===== config.mk =====
export PLATFORM = sky130hd
export DESIGN_NAME = twiddle_fetch_sin128_flat
export DESIGN_NICKNAME = d
export VERILOG_FILES = /design/src/rtl/twiddle_fetch_sin128_pkg.sv /design/src/rtl/twiddle_fetch_sin128_if.sv /design/src/rtl/twiddle_fetch_sin128_quadrant_map.sv /design/src/rtl/twiddle_fetch_sin128.sv /design/src/flat_wrapper.sv
export SDC_FILE = /design/constraint.sdc
export NUM_CORES = 1
export LEC_CHECK = 0
export BUFFER_PORTS_ARGS = -buffer_cell sky130_fd_sc_hd__buf_4
export CAP_MARGIN = 5
export CORE_ASPECT_RATIO = 1.75
export CORE_UTILIZATION = 35
export CTS_CLUSTER_DIAMETER = 40
export DETAILED_ROUTE_END_ITERATION = 8
export PLACE_DENSITY_LB_ADDON = 0.3
export SETUP_SLACK_MARGIN = 0.3
export SLEW_MARGIN = 40
export SYNTH_ARGS = -nofsm -noshare
export SYNTH_HDL_FRONTEND = slang
export SYNTH_SLANG_ARGS = --single-unit

===== constraint.sdc =====
create_clock -name clk -period 2.8 [get_ports clk]
set_clock_uncertainty 0.1 [all_clocks]
set_input_delay 0.56 -clock clk [delete_from_list [all_inputs] [get_ports clk]]
set_output_delay 0.56 -clock clk [all_outputs]
set_load 0.01 [all_outputs]

===== src/rtl/twiddle_fetch_sin128_pkg.sv =====
// twiddle_fetch_pkg: shared widths, constants, quadrant codes and FSM state
// type for the quarter-wave sine ROM twiddle fetcher.
// No ports. Optional feature macro used by the other files:
// TWIDDLE_FETCH_INV_EN.
package twiddle_fetch_pkg;

  localparam int unsigned ADDR_W = 7;
  localparam int unsigned DATA_W = 16;
  localparam int unsigned K_W    = ADDR_W + 2;
  localparam int unsigned Q      = 1 << ADDR_W;
  localparam int unsigned N      = 4 * Q;
  localparam int unsigned CNT_W  = 3;

  // Largest positive ROM word; stands in for S(Q), which the ROM does not hold.
  localparam logic signed [DATA_W-1:0] MAXPOS = {1'b0, {(DATA_W-1){1'b1}}};

  localparam logic [1:0] Q0 = 2'd0;
  localparam logic [1:0] Q1 = 2'd1;
  localparam logic [1:0] Q2 = 2'd2;
  localparam logic [1:0] Q3 = 2'd3;

  typedef enum logic [2:0] {
    IDLE,
    ISSUE_A,
    ISSUE_B,
    WAIT,
    HOLD
  } state_t;

endpackage


===== src/rtl/twiddle_fetch_sin128_if.sv =====
// twiddle_fetch_sin128_if: request channel, ROM read port and twiddle result
// channel of the twiddle fetcher bundled together.
// Signals: req_valid/req_ready/req_k (+req_inv with TWIDDLE_FETCH_INV_EN),
// rom_addr/rom_en/rom_rd_data, tw_valid/tw_ready/tw_re/tw_im.
// Modports: master = fetch controller side, slave = surrounding datapath.
interface twiddle_fetch_sin128_if;
  import twiddle_fetch_pkg::*;

  logic                     req_valid;
  logic                     req_ready;
  logic [K_W-1:0]           req_k;
`ifdef TWIDDLE_FETCH_INV_EN
  logic                     req_inv;
`endif
  logic [ADDR_W-1:0]        rom_addr;
  logic                     rom_en;
  logic signed [DATA_W-1:0] rom_rd_data;
  logic                     tw_valid;
  logic                     tw_ready;
  logic signed [DATA_W-1:0] tw_re;
  logic signed [DATA_W-1:0] tw_im;

  modport master (
`ifdef TWIDDLE_FETCH_INV_EN
    input  req_inv,
`endif
    input  req_valid, req_k, rom_rd_data, tw_ready,
    output req_ready, rom_addr, rom_en, tw_valid, tw_re, tw_im
  );

  modport slave (
`ifdef TWIDDLE_FETCH_INV_EN
    output req_inv,
`endif
    output req_valid, req_k, rom_rd_data, tw_ready,
    input  req_ready, rom_addr, rom_en, tw_valid, tw_re, tw_im
  );

endinterface


===== src/rtl/twiddle_fetch_sin128_quadrant_map.sv =====
// twiddle_quadrant_map: combinational quadrant symmetry. Turns the two
// first-quadrant samples A=S(r), B=S(Q-r) into (cos, -sin) of 2*pi*k/N.
// Ports: q (quadrant), a, b (operands in 0..MAXPOS), inv (with
// TWIDDLE_FETCH_INV_EN: return +sin), tw_re (cos), tw_im (-sin or +sin).
module twiddle_quadrant_map
  import twiddle_fetch_pkg::*;
(
  input  logic [1:0]               q,
  input  logic signed [DATA_W-1:0] a,
  input  logic signed [DATA_W-1:0] b,
`ifdef TWIDDLE_FETCH_INV_EN
  input  logic                     inv,
`endif
  output logic signed [DATA_W-1:0] tw_re,
  output logic signed [DATA_W-1:0] tw_im
);

  logic signed [DATA_W-1:0] sin_v;
  logic signed [DATA_W-1:0] cos_v;

  // Operands are non-negative, so plain negation never overflows.
  always_comb begin
    sin_v = a;
    cos_v = b;
    case (q)
      Q0: begin sin_v = a;  cos_v = b;  end
      Q1: begin sin_v = b;  cos_v = -a; end
      Q2: begin sin_v = -a; cos_v = -b; end
      default: begin sin_v = -b; cos_v = a; end
    endcase
    tw_re = cos_v;
    tw_im = -sin_v;
`ifdef TWIDDLE_FETCH_INV_EN
    if (inv) tw_im = sin_v;
`endif
  end

endmodule


===== src/rtl/twiddle_fetch_sin128.sv =====
// twiddle_fetch_sin128: read-side controller for the 128-entry quarter-wave
// sine ROM. Accepts k (0..511), reads S(r) and S(Q-r), applies quadrant
// symmetry and returns W^k = cos - j*sin over a valid/ready handshake.
// Ports: clk, rst (async, active high), bus (twiddle_fetch_sin128_if.master).
// Parameter ROM_LAT (1..3): ROM address-to-data latency in cycles.
// Optional macro TWIDDLE_FETCH_INV_EN adds req_inv (conjugate result).
module twiddle_fetch_sin128
  import twiddle_fetch_pkg::*;
#(
  parameter int unsigned ROM_LAT = 1
) (
  input  logic                          clk,
  input  logic                          rst,
  twiddle_fetch_sin128_if.master        bus
);

  state_t                   state_q, state_d;
  logic [CNT_W-1:0]         cnt_q, cnt_d;
  logic                     accept;
  logic                     load_tw;
  logic                     busy;

  logic [1:0]               q_q;
  logic [ADDR_W-1:0]        r_q;
  logic                     b_sub_q;
  logic                     inv_q;
  logic signed [DATA_W-1:0] a_q, b_q;
  logic signed [DATA_W-1:0] map_re, map_im;

  logic                     req_ready_q, req_ready_d;
  logic                     rom_en_q, rom_en_d;
  logic [ADDR_W-1:0]        rom_addr_q, rom_addr_d;
  logic                     tw_valid_q, tw_valid_d;
  logic signed [DATA_W-1:0] tw_re_q, tw_im_q;

  // State register.
  always_ff @(posedge clk or posedge rst) begin
    if (rst) state_q <= IDLE;
    else     state_q <= state_d;
  end

  // Next state, cycle counter and next values of the registered outputs.
  // cnt counts cycles from ISSUE_A (0); A data is present at cnt=ROM_LAT,
  // B data at ROM_LAT+1, and the mapped result is registered at ROM_LAT+2.
  always_comb begin
    state_d     = state_q;
    cnt_d       = cnt_q;
    accept      = 1'b0;
    load_tw     = 1'b0;
    req_ready_d = 1'b0;
    rom_en_d    = 1'b0;
    rom_addr_d  = '0;
    tw_valid_d  = 1'b0;
    case (state_q)
      IDLE: begin
        cnt_d = '0;
        if (bus.req_valid && req_ready_q) begin
          accept  = 1'b1;
          state_d = ISSUE_A;
        end
      end
      ISSUE_A: begin
        cnt_d   = cnt_q + CNT_W'(1);
        state_d = ISSUE_B;
      end
      ISSUE_B: begin
        cnt_d   = cnt_q + CNT_W'(1);
        state_d = WAIT;
      end
      WAIT: begin
        cnt_d = cnt_q + CNT_W'(1);
        if (cnt_q == CNT_W'(ROM_LAT + 2)) begin
          load_tw = 1'b1;
          state_d = HOLD;
        end
      end
      HOLD: begin
        if (bus.tw_ready) state_d = IDLE;
      end
      default: state_d = IDLE;
    endcase
    req_ready_d = (state_d == IDLE);
    rom_en_d    = (state_d == ISSUE_A) || (state_d == ISSUE_B);
    tw_valid_d  = (state_d == HOLD);
    // Q-r truncated to ADDR_W bits yields 0 for r=0, which is the address wanted.
    if (state_d == ISSUE_A)      rom_addr_d = bus.req_k[ADDR_W-1:0];
    else if (state_d == ISSUE_B) rom_addr_d = ADDR_W'(Q - 32'(r_q));
  end

  assign busy = (state_q == ISSUE_B) || (state_q == WAIT);

  // Request latch, ROM data capture and registered outputs.
  always_ff @(posedge clk or posedge rst) begin
    if (rst) begin
      cnt_q       <= '0;
      q_q         <= '0;
      r_q         <= '0;
      b_sub_q     <= 1'b0;
      inv_q       <= 1'b0;
      a_q         <= '0;
      b_q         <= '0;
      req_ready_q <= 1'b0;
      rom_en_q    <= 1'b0;
      rom_addr_q  <= '0;
      tw_valid_q  <= 1'b0;
      tw_re_q     <= '0;
      tw_im_q     <= '0;
    end else begin
      cnt_q       <= cnt_d;
      req_ready_q <= req_ready_d;
      rom_en_q    <= rom_en_d;
      rom_addr_q  <= rom_addr_d;
      tw_valid_q  <= tw_valid_d;
      if (accept) begin
        q_q     <= bus.req_k[K_W-1:ADDR_W];
        r_q     <= bus.req_k[ADDR_W-1:0];
        b_sub_q <= (bus.req_k[ADDR_W-1:0] == '0);
`ifdef TWIDDLE_FETCH_INV_EN
        inv_q   <= bus.req_inv;
`else
        inv_q   <= 1'b0;
`endif
      end
      if (busy && cnt_q == CNT_W'(ROM_LAT))     a_q <= bus.rom_rd_data;
      // S(Q) is not stored; substitute full scale for r=0.
      if (busy && cnt_q == CNT_W'(ROM_LAT + 1)) b_q <= b_sub_q ? MAXPOS : bus.rom_rd_data;
      if (load_tw) begin
        tw_re_q <= map_re;
        tw_im_q <= map_im;
      end
    end
  end

  twiddle_quadrant_map u_map (
    .q     (q_q),
    .a     (a_q),
    .b     (b_q),
`ifdef TWIDDLE_FETCH_INV_EN
    .inv   (inv_q),
`endif
    .tw_re (map_re),
    .tw_im (map_im)
  );

`ifndef TWIDDLE_FETCH_INV_EN
  logic unused_inv;
  assign unused_inv = inv_q;
`endif

  assign bus.req_ready = req_ready_q;
  assign bus.rom_en    = rom_en_q;
  assign bus.rom_addr  = rom_addr_q;
  assign bus.tw_valid  = tw_valid_q;
  assign bus.tw_re     = tw_re_q;
  assign bus.tw_im     = tw_im_q;

endmodule


===== src/flat_wrapper.sv =====
// flat-port wrapper written by rule: the top's interface ports become plain ports
module twiddle_fetch_sin128_flat import twiddle_fetch_pkg::*;
#(
  parameter int unsigned ROM_LAT = 1
)
  (clk, rst, bus_req_valid, bus_req_k, bus_rom_rd_data, bus_tw_ready, bus_req_ready, bus_rom_addr, bus_rom_en, bus_tw_valid, bus_tw_re, bus_tw_im);
  twiddle_fetch_sin128_if bus_i ();
  input  logic clk;
  input  logic rst;
  input wire logic [$bits(bus_i.req_valid)-1:0] bus_req_valid;
  input wire logic [$bits(bus_i.req_k)-1:0] bus_req_k;
  input wire logic [$bits(bus_i.rom_rd_data)-1:0] bus_rom_rd_data;
  input wire logic [$bits(bus_i.tw_ready)-1:0] bus_tw_ready;
  output wire logic [$bits(bus_i.req_ready)-1:0] bus_req_ready;
  output wire logic [$bits(bus_i.rom_addr)-1:0] bus_rom_addr;
  output wire logic [$bits(bus_i.rom_en)-1:0] bus_rom_en;
  output wire logic [$bits(bus_i.tw_valid)-1:0] bus_tw_valid;
  output wire logic [$bits(bus_i.tw_re)-1:0] bus_tw_re;
  output wire logic [$bits(bus_i.tw_im)-1:0] bus_tw_im;
  assign bus_i.req_valid = bus_req_valid;
  assign bus_i.req_k = bus_req_k;
  assign bus_i.rom_rd_data = bus_rom_rd_data;
  assign bus_i.tw_ready = bus_tw_ready;
  assign bus_req_ready = bus_i.req_ready;
  assign bus_rom_addr = bus_i.rom_addr;
  assign bus_rom_en = bus_i.rom_en;
  assign bus_tw_valid = bus_i.tw_valid;
  assign bus_tw_re = bus_i.tw_re;
  assign bus_tw_im = bus_i.tw_im;
  twiddle_fetch_sin128 #(.ROM_LAT(ROM_LAT)) u_core (.clk(clk), .rst(rst), .bus(bus_i));
endmodule

# Yosys cells after proc, flatten, opt, wreduce, memory -nomap -nowiden
# Cells that the tools add are included.
# totals
elab_cells	55
register_bits	90
# classes
add_sub_neg	5
eq_ne	12
n_reduce_logical	11
muxes	14
# ops
cell	n
case mux 16 bit (3 select lines)	2
negator 16 bit	3
2-to-1 mux 16 bit	1
equality test 3 x 2 -> 1 bit, second input constant	5
case mux 3 bit (5 select lines)	1
2-to-1 mux 7 bit	2
equality test 3 x 1 -> 1 bit, second input constant	3
2-to-1 mux 3 bit	3
logical NOT 7 bit	1
subtractor 1 x 7 -> 7 bit, first input constant	1
equality test 3 bit, second input constant	2
logical NOT 3 bit	2
case mux 3 bit (2 select lines)	1
2-to-1 mux 1 bit	4
adder 3 x 1 -> 3 bit, second input constant	1
logical AND 1 bit	3
OR reduction 3 bit	1
equality test 2 x 1 -> 1 bit, second input constant	1
equality test 2 bit, second input constant	1
logical NOT 2 bit	1
logical OR 1 bit	2
nonzero test 2 bit	1

# Depth between registers and ports, before layout
# Gate-level depths: netlist (run 1).
# logic_depth
depth_word	6
mapped_depth	10
depth_no_buf	9

# By module
# A second synthesis (run 1) with hierarchy kept.
# hier_totals
hier_cells	576
area_unflattened_um2	5766.8
# modules_own_cells
mod	cells_per_inst	instances	area_per_inst_um2	seq_area_each_um2
twiddle_fetch_sin128	276	1	3672.3	2252.2
twiddle_quadrant_map	300	1	2094.5	0.0

# Least setup slack after synthesis (run 1)
# Ideal clock, no wire load.
# synth_path
path_kind	reg2reg
startpoint	reg u_core.a_q[0]
endpoint	reg u_core.tw_im_q[12], in the netlist u_core.bus.tw_im[12]
setup_time_ns	0.070
required_time_ns	2.630
stages_incl_launch_ff	10
n_path_buf	0
slack_ns	0.161
arrival_ns	2.470
path_cell_list	dfrtp_1 -> inv_1 -> ha_1 -> nor3b_2 -> a21oi_1 -> o32a_1 -> a22oi_1 -> nand4_1 -> or4_1 -> nand3_1
# synth_between
elab_chain_cells	3
# synth_rtl
element	line_no	source
from (decl)	twiddle_fetch_sin128.sv:27	logic signed [DATA_W-1:0] a_q, b_q;
from (signal assigned)	twiddle_fetch_sin128.sv:124	if (busy && cnt_q == CNT_W'(ROM_LAT)) a_q <= bus.rom_rd_data;
negator 16 bit	twiddle_fetch_sin128_quadrant_map.sv:28	Q2: begin sin_v = -a; cos_v = -b; end
case mux 16 bit (3 select lines) (*)	twiddle_fetch_sin128_quadrant_map.sv:25	case (q)
negator 16 bit (*)	twiddle_fetch_sin128_quadrant_map.sv:32	tw_im = -sin_v;
to (signal assigned)	twiddle_fetch_sin128.sv:129	tw_im_q <= map_im;
to (decl)	twiddle_fetch_sin128.sv:34	logic signed [DATA_W-1:0] tw_re_q, tw_im_q;
# Every way passes the cells marked *; elsewhere a longest branch is shown, timed or not.
# A chain may end at the register's enable or synchronous reset.

# Worst setup path after layout (run 1)
# layout_path
startpoint	reg u_core.a_q[5]
endpoint	reg u_core.tw_im_q[15], in the netlist u_core.bus.tw_im[15]
# Same word-level chain as after synthesis.

==> impl_metrics.toml, run 1 <==
[yosys]
synth_common_cells = "nand2_1, dfrtp_1, o21ai_0, nor2_1, a21oi_1"
yosysMostFrequentCell = "nand2_1"
async_reset_ff_frac = 1.00
synth_xor_xnor_area_share = 0.0663
yosys-top-cells-area = "dfrtp_1, nand2_1, o21ai_0, xnor2_1, mux2_2"
yosys.area_share.simple = 0.219
synth_compound_area_frac = 0.169
ys_ff_latch = 90
synth_top_cell_area_share = 0.406
yosysSeqAreaShare = 0.406
syn_area_per_cell_um2 = 8.91
synth.cell_area_um2 = 5550
synth_edf_count = 0
synth_cell_types = 68
synthCells = 623
muxShareOfSynthArea = 0.0692
ys.flop_type = "dfrtp_1"
synth_top_area_cell = "dfrtp_1"
ys_warn_count = 0
synth_top_family_by_area = "simple AND/OR/NAND/NOR gates"
synth.net_count = 660
synth_adder_area_share = 0.0180

[worst_setup_path]
path_cells = "or4_4, nor4b_4, buf_4, buf_4, nor2_1, or4_1, nand4_1, nor4_1, o31ai_2"
worstPathArrival_ps = 2830
cp_common_cell = "buf_4"
startpoint = "u_core.a_q[5]"
reg2reg_from = "u_core.a_q[5]"
end_kind = "register"
cp.required_ps = 2960
critPathMaxStageDelay_ps = 600
path_class = "register to register"
path_max_fanout = 3
startpoint_type = "register"
ff2ff_path_depth = 9
critPathSlowestCell = "or4_4"

[floorplan]
rows = 60
pin_count = 71
die_width_um = 97.2
die_area_um2 = 16400
initial_core_util = 0.359
coreArea_um2 = 15500
die_y_um = 169

[clocking]
cts_root_buffer = "clkbuf_16"
cts_tree = "built"
cts-buffers-inserted = 9
htreeDepth = 3
clkTransAtPathRegs_ps = 70
clock_path_buffers = 2
clock_latency_ps = 350
clock_sinks = 90

[grt]
antenna_found_initial = 0
track_usage = 0.200
grt_max_degree = 91
grt_pass1_wl_um = 26000
grt_pass1_vias = 5066
grt_overflow = 0

[detailed_routing]
dr.pass1.iters = 5
drt_iter0_drc = 258
via_per_inst = 5.39
num_vias = 5036
drt-total-wl_um = 16300
ant_nets = 0
drc = 0
drt-wirelength-per-cell_um = 17.4

[timing]
hold_slack_ps = 227
slew_violations = 0
tightest_slew_ps = 638
rsz0062_at_grt = "yes"
setup_viol = 0
max_slew_margin = 0.575
fmax_ghz = 0.375
timing.final.crit_share = 0.952
fin_crit_ps = 2660
report.final.hold_viol_count = 0
final.setup.worst_slack_ps = 135

[power]
peakVddDrop_uv = 513
swShare = 0.447
p_comb_frac = 0.625
power.leakage_nw = 3.26
finalPower_mw = 9.77
power_frac_clock = 0.122
power_density_nw_per_um2 = 1330
internal_power_mw = 5.40
p_switching_mw = 4.37
seq_power_share = 0.254

[placement]
gp_congestion = 0.911
dp_hpwl_um = 12200
port_buffers = 70
dp_cells = 893
pre_cts_ws_ps = -122

[finish]
diodes = 0
drive_gt1_frac = 0.343
nNetsFinal = 781
stdcell_count = 935
area_growth_pct = 32.2

[hold_path]
hold_class = "input pin to asynchronous set/reset pin"

[run]
cap_violations = 0

[run_status]
status = "finished, final reports clean"
[critical path: cells and delay by family, from the launching register on]
kind	cells	cell delay, ps
buf+inv	2	290
simple gates	6	1630
compound gates	1	200
flops	1	380
[repair_timing]
item	CTS	global route
endpoints found under the hold margin	0	0
setup endpoints to repair	8	9
pin swaps	17	11
gates resized for setup	38	19
setup buffers	16	10
hold buffers	0	0
cloned	0	0
[power groups by stage]
stage	Clock (mW)	Sequential (mW)	Combinational, mW
global placement	0	2.43	5.36
detailed placement	0	2.47	5.43
CTS	1.22	2.46	5.86
floorplan	0	2.38	3.58
global route	1.27	2.56	6.64
finish	1.19	2.48	6.10
[stage by stage]
stage	cell area, µm²	util	TNS (ps)
5_1_grt	7330	0.474	0
4_1_cts	7170	0.464	0
3_5_place_dp	6590	0.426	-185
3_3_place_gp	6590	0.426	-77.4
6_report	7330	0.474	0
2_1_floorplan	5570	-	0
[cells in the final DEF, fill, tap and decap left out, drive strengths merged, types with 3 or more instances in the layout]
| cell | instances |
|---|---|
| nand2b | 5 |
| o21ai | 61 |
| nand2 | 91 |
| dfrtp | 90 |
| inv | 18 |
| mux2 | 19 |
| or4 | 12 |
| clkinvlp | 4 |
| nor2b | 4 |
| nor3b | 5 |
| xor2 | 17 |
| buf | 156 |
| xnor2 | 25 |
| mux2i | 10 |
| nor4 | 13 |
| clkinv | 4 |
| a211oi | 4 |
| ha | 8 |
| and3 | 3 |
| o31a | 3 |
| a31oi | 4 |
| nand3 | 22 |
| nor2 | 52 |
| nand4 | 3 |
| o31ai | 13 |
| nor3 | 13 |
| a21oi | 33 |
| clkbuf | 9 |
| o211ai | 9 |
[final timing paths]
kind                                        end  slack, ps
max reg2reg                u_core.bus.tw_im[15]        140
max                        u_core.bus.tw_im[15]        140
max in group asynchronous         u_core.b_q[7]       1960
min reg2reg                 u_core.bus.tw_re[2]        380
min in group clk                 u_core.a_q[10]        320
min                         u_core.bus.tw_im[2]        230
[registers in the layout (all words and copies together), names as in the netlist, 2 cells and up]
| signal | cells |
|---|---|
| u_core.bus.rom_addr | 7 |
| u_core.q_q | 2 |
| u_core.r_q | 7 |
| u_core.state_q | 3 |
| u_core.bus.tw_re | 16 |
| u_core.bus.tw_im | 16 |
| u_core.a_q | 16 |
| u_core.cnt_q | 3 |
| u_core.b_q | 16 |
[metal layers]
layer	wire length [µm]	track usage	up-vias
li1	-	-	2438
met1	6270	0.223	2450
met2	8880	0.367	120
met3	584	0.0334	28
met4	544	0.0947	0
met5	0	0	-
[kinds of logic after synthesis]
group           after synthesis
simple gates                238
buf+inv                      65
compound gates              149
fa+ha+maj                     8
mux                          31
flops                        90
xor+xnor                     42
[layout make-up]
type | instances | area [µm²]
fill | 1517 | 8130
multi-input combinational | 468 | 3240
timing repair buffer | 156 | 1230
tap | 186 | 233
clock buffer | 9 | 225
inverter | 19 | 80.1
sequential | 90 | 2260
clock inverter | 7 | 65.1
No activity file was read; power rests on OpenSTA's default activity.
==> run 2, diff against run 1 <==
--- a/config.mk
+++ b/config.mk
@@ -8,7 +8,8 @@
 export BUFFER_PORTS_ARGS = -buffer_cell sky130_fd_sc_hd__buf_4
 export CAP_MARGIN = 5
 export CORE_ASPECT_RATIO = 1.75
-export CORE_UTILIZATION = 35
+export CORE_UTILIZATION = 45
+export CTS_BUF_LIST = sky130_fd_sc_hd__clkbuf_8
 export CTS_CLUSTER_DIAMETER = 40
 export DETAILED_ROUTE_END_ITERATION = 8
 export PLACE_DENSITY_LB_ADDON = 0.3
==> run 2 against run 1 <==
Effect of this change:
- sequential share of layout area up 0.33 points
- worst setup slack improved by 27 ps
- sequential cell count unchanged
- via count grew 0.73%
- maximum frequency rose by 1.0%
- sequential power barely moved
- critical path depth decreased by 2
- critical endpoint is now u_core.bus.tw_im[11]
==> impl_metrics.toml, run 2 (synthesized netlist as in run 1, its figures left out) <==
[run_status]
status = "finished, final reports clean"

[detailed_routing]
num_vias = 5073
drt_iter0_drc = 336
via_per_inst = 5.62
drt-wirelength-per-cell_um = 17.2
drt-total-wl_um = 15500
dr.pass1.iters = 5
ant_nets = 0
drc = 0

[finish]
final_core_util = 0.604
final_common_cell = "buf_4"
area_growth_pct = 30.7
diodes = 0
design_area_um2 = 7250
nNetsFinal = 770
drive_gt1_frac = 0.343
final_cell_mix = "buf_4, nand2_1, dfrtp_1"

[clocking]
htreeDepth = 3
cts_root_buffer = "clkbuf_8"
cts-buffers-inserted = 9
clock_latency_ps = 380
clock_sinks = 90
clock_path_buffers = 2
clkTransAtPathRegs_ps = 100
cts_tree = "built"

[worst_setup_path]
cp.required_ps = 3030
critPathMaxStageDelay_ps = 550
worstPathArrival_ps = 2870
path_max_fanout = 5
ff2ff_path_depth = 7
critPathSlowestCell = "or4_4"
startpoint_type = "register"
path_class = "register to register"
path_cells = "or4_4, nor4b_4, a221oi_2, mux2i_4, nand3_2, or4_1, nand3_1"
end_kind = "register"

[power]
p_switching_mw = 4.36
peakVddDrop_uv = 686
swShare = 0.455
seq_power_share = 0.261
power_density_nw_per_um2 = 1320
p_comb_frac = 0.642
internal_power_mw = 5.23
power_frac_clock = 0.097
power.leakage_nw = 3.20

[timing]
slew_violations = 0
tightest_slew_ps = 707
timing.final.crit_share = 0.942
fin_crit_ps = 2640
rsz0062_at_grt = "yes"
max_slew_margin = 0.528
fmax_ghz = 0.379
report.final.hold_viol_count = 0
setup_viol = 0

[floorplan]
initial_core_util = 0.462
rows = 53
die_y_um = 149
pin_count = 71
die_width_um = 85.9
die_area_um2 = 12800
coreArea_um2 = 12000

[placement]
dp_hpwl_um = 11600
port_buffers = 70
gp_congestion = 0.918
placed_area_um2 = 6530

[grt]
grt_overflow = 0
grt_pass1_wl_um = 25000
grt_pass1_vias = 5023
track_usage = 0.255
antenna_found_initial = 0
grt_max_degree = 44

[hold_path]
hold_class = "input pin to asynchronous set/reset pin"

[run]
cap_violations = 0
==> run 2: cell count changes in the layout (fill, tap and decap cells not counted), sizes merged <==
| cell | change |
|---|---|
| bufinv | +1 |
| buf | -11 |
| clkinvlp | -1 |
| clkinv | -2 |
| inv | +2 |
==> run 2: metal layers <==
layer | global-route usage | vias to the layer above | wire, µm
met5 | 0 | - | 0
met4 | 0.161 | 0 | 823
met3 | 0.0376 | 64 | 629
met2 | 0.453 | 179 | 8100
met1 | 0.281 | 2408 | 5980
li1 | - | 2422 | -
==> run 2: path summary, 6_finish.rpt <==
path / startpoint / endpoint / slack, ps
max in group asynchronous: rst / u_core.a_q[12] / 1840
min in group clk: bus_req_k[7] / u_core.q_q[0] / 280
worst max-delay path: u_core.a_q[4] / u_core.bus.tw_im[11] / 160
worst max register to register: u_core.a_q[4] / u_core.bus.tw_im[11] / 160
worst min-delay path: rst / u_core.bus.tw_re[3] / 180
worst min register to register: u_core.bus.tw_re[8] / u_core.bus.tw_re[8] / 380
==> run 2: layout make-up <==
cell class              count  area [µm²]
inverters                  19        75.1
repair buffers            145        1180
clock inverters             7        77.6
clock buffers               9         124
fillers                  1005        4750
multi-input cells         468        3330
flip-flops and latches     90        2260
well taps                 165         206
==> run 2: metrics by stage <==
| stage | std cells | setup TNS, ps | hold slack, ps | power (mW) | worst slack [ps] |
|---|---|---|---|---|---|
| final | 903 | 0 | 178 | 9.59 | 162 |
| after global routing | 903 | 0 | 218 | 10.3 | 77.5 |
| after CTS | 896 | 0 | 194 | 9.24 | 188 |
| after detailed placement | 863 | -216 | 371 | 7.75 | -141 |
| after global placement | 863 | -55.4 | 365 | 7.65 | -55.1 |
| after floorplan | 623 | 0 | 367 | 5.96 | 235 |
==> run 2: power by group through the flow <==
stage / combinational (mW) / clock (mW) / sequential [mW]
after global routing: 6.69 / 0.994 / 2.58
final: 6.15 / 0.928 / 2.50
after floorplan: 3.58 / 0 / 2.38
after CTS: 5.83 / 0.944 / 2.47
after detailed placement: 5.27 / 0 / 2.49
after global placement: 5.19 / 0 / 2.45
==> run 2: timing repair <==
action,in CTS,in global routing
hold buffers,0,0
setup buffers,17,7
gates resized for setup,44,27
setup endpoints to repair,8,8
gates cloned,0,0
pin swaps,14,10
==> run 2: worst max-delay path, delay by kind of cell (launching register included) <==
family / cells / cell delay [ps]
AND/OR/NAND/NOR: 5 / 1650
flip-flops: 1 / 430
multiplexers: 1 / 240
AO/OA/AOI/OAI: 1 / 160
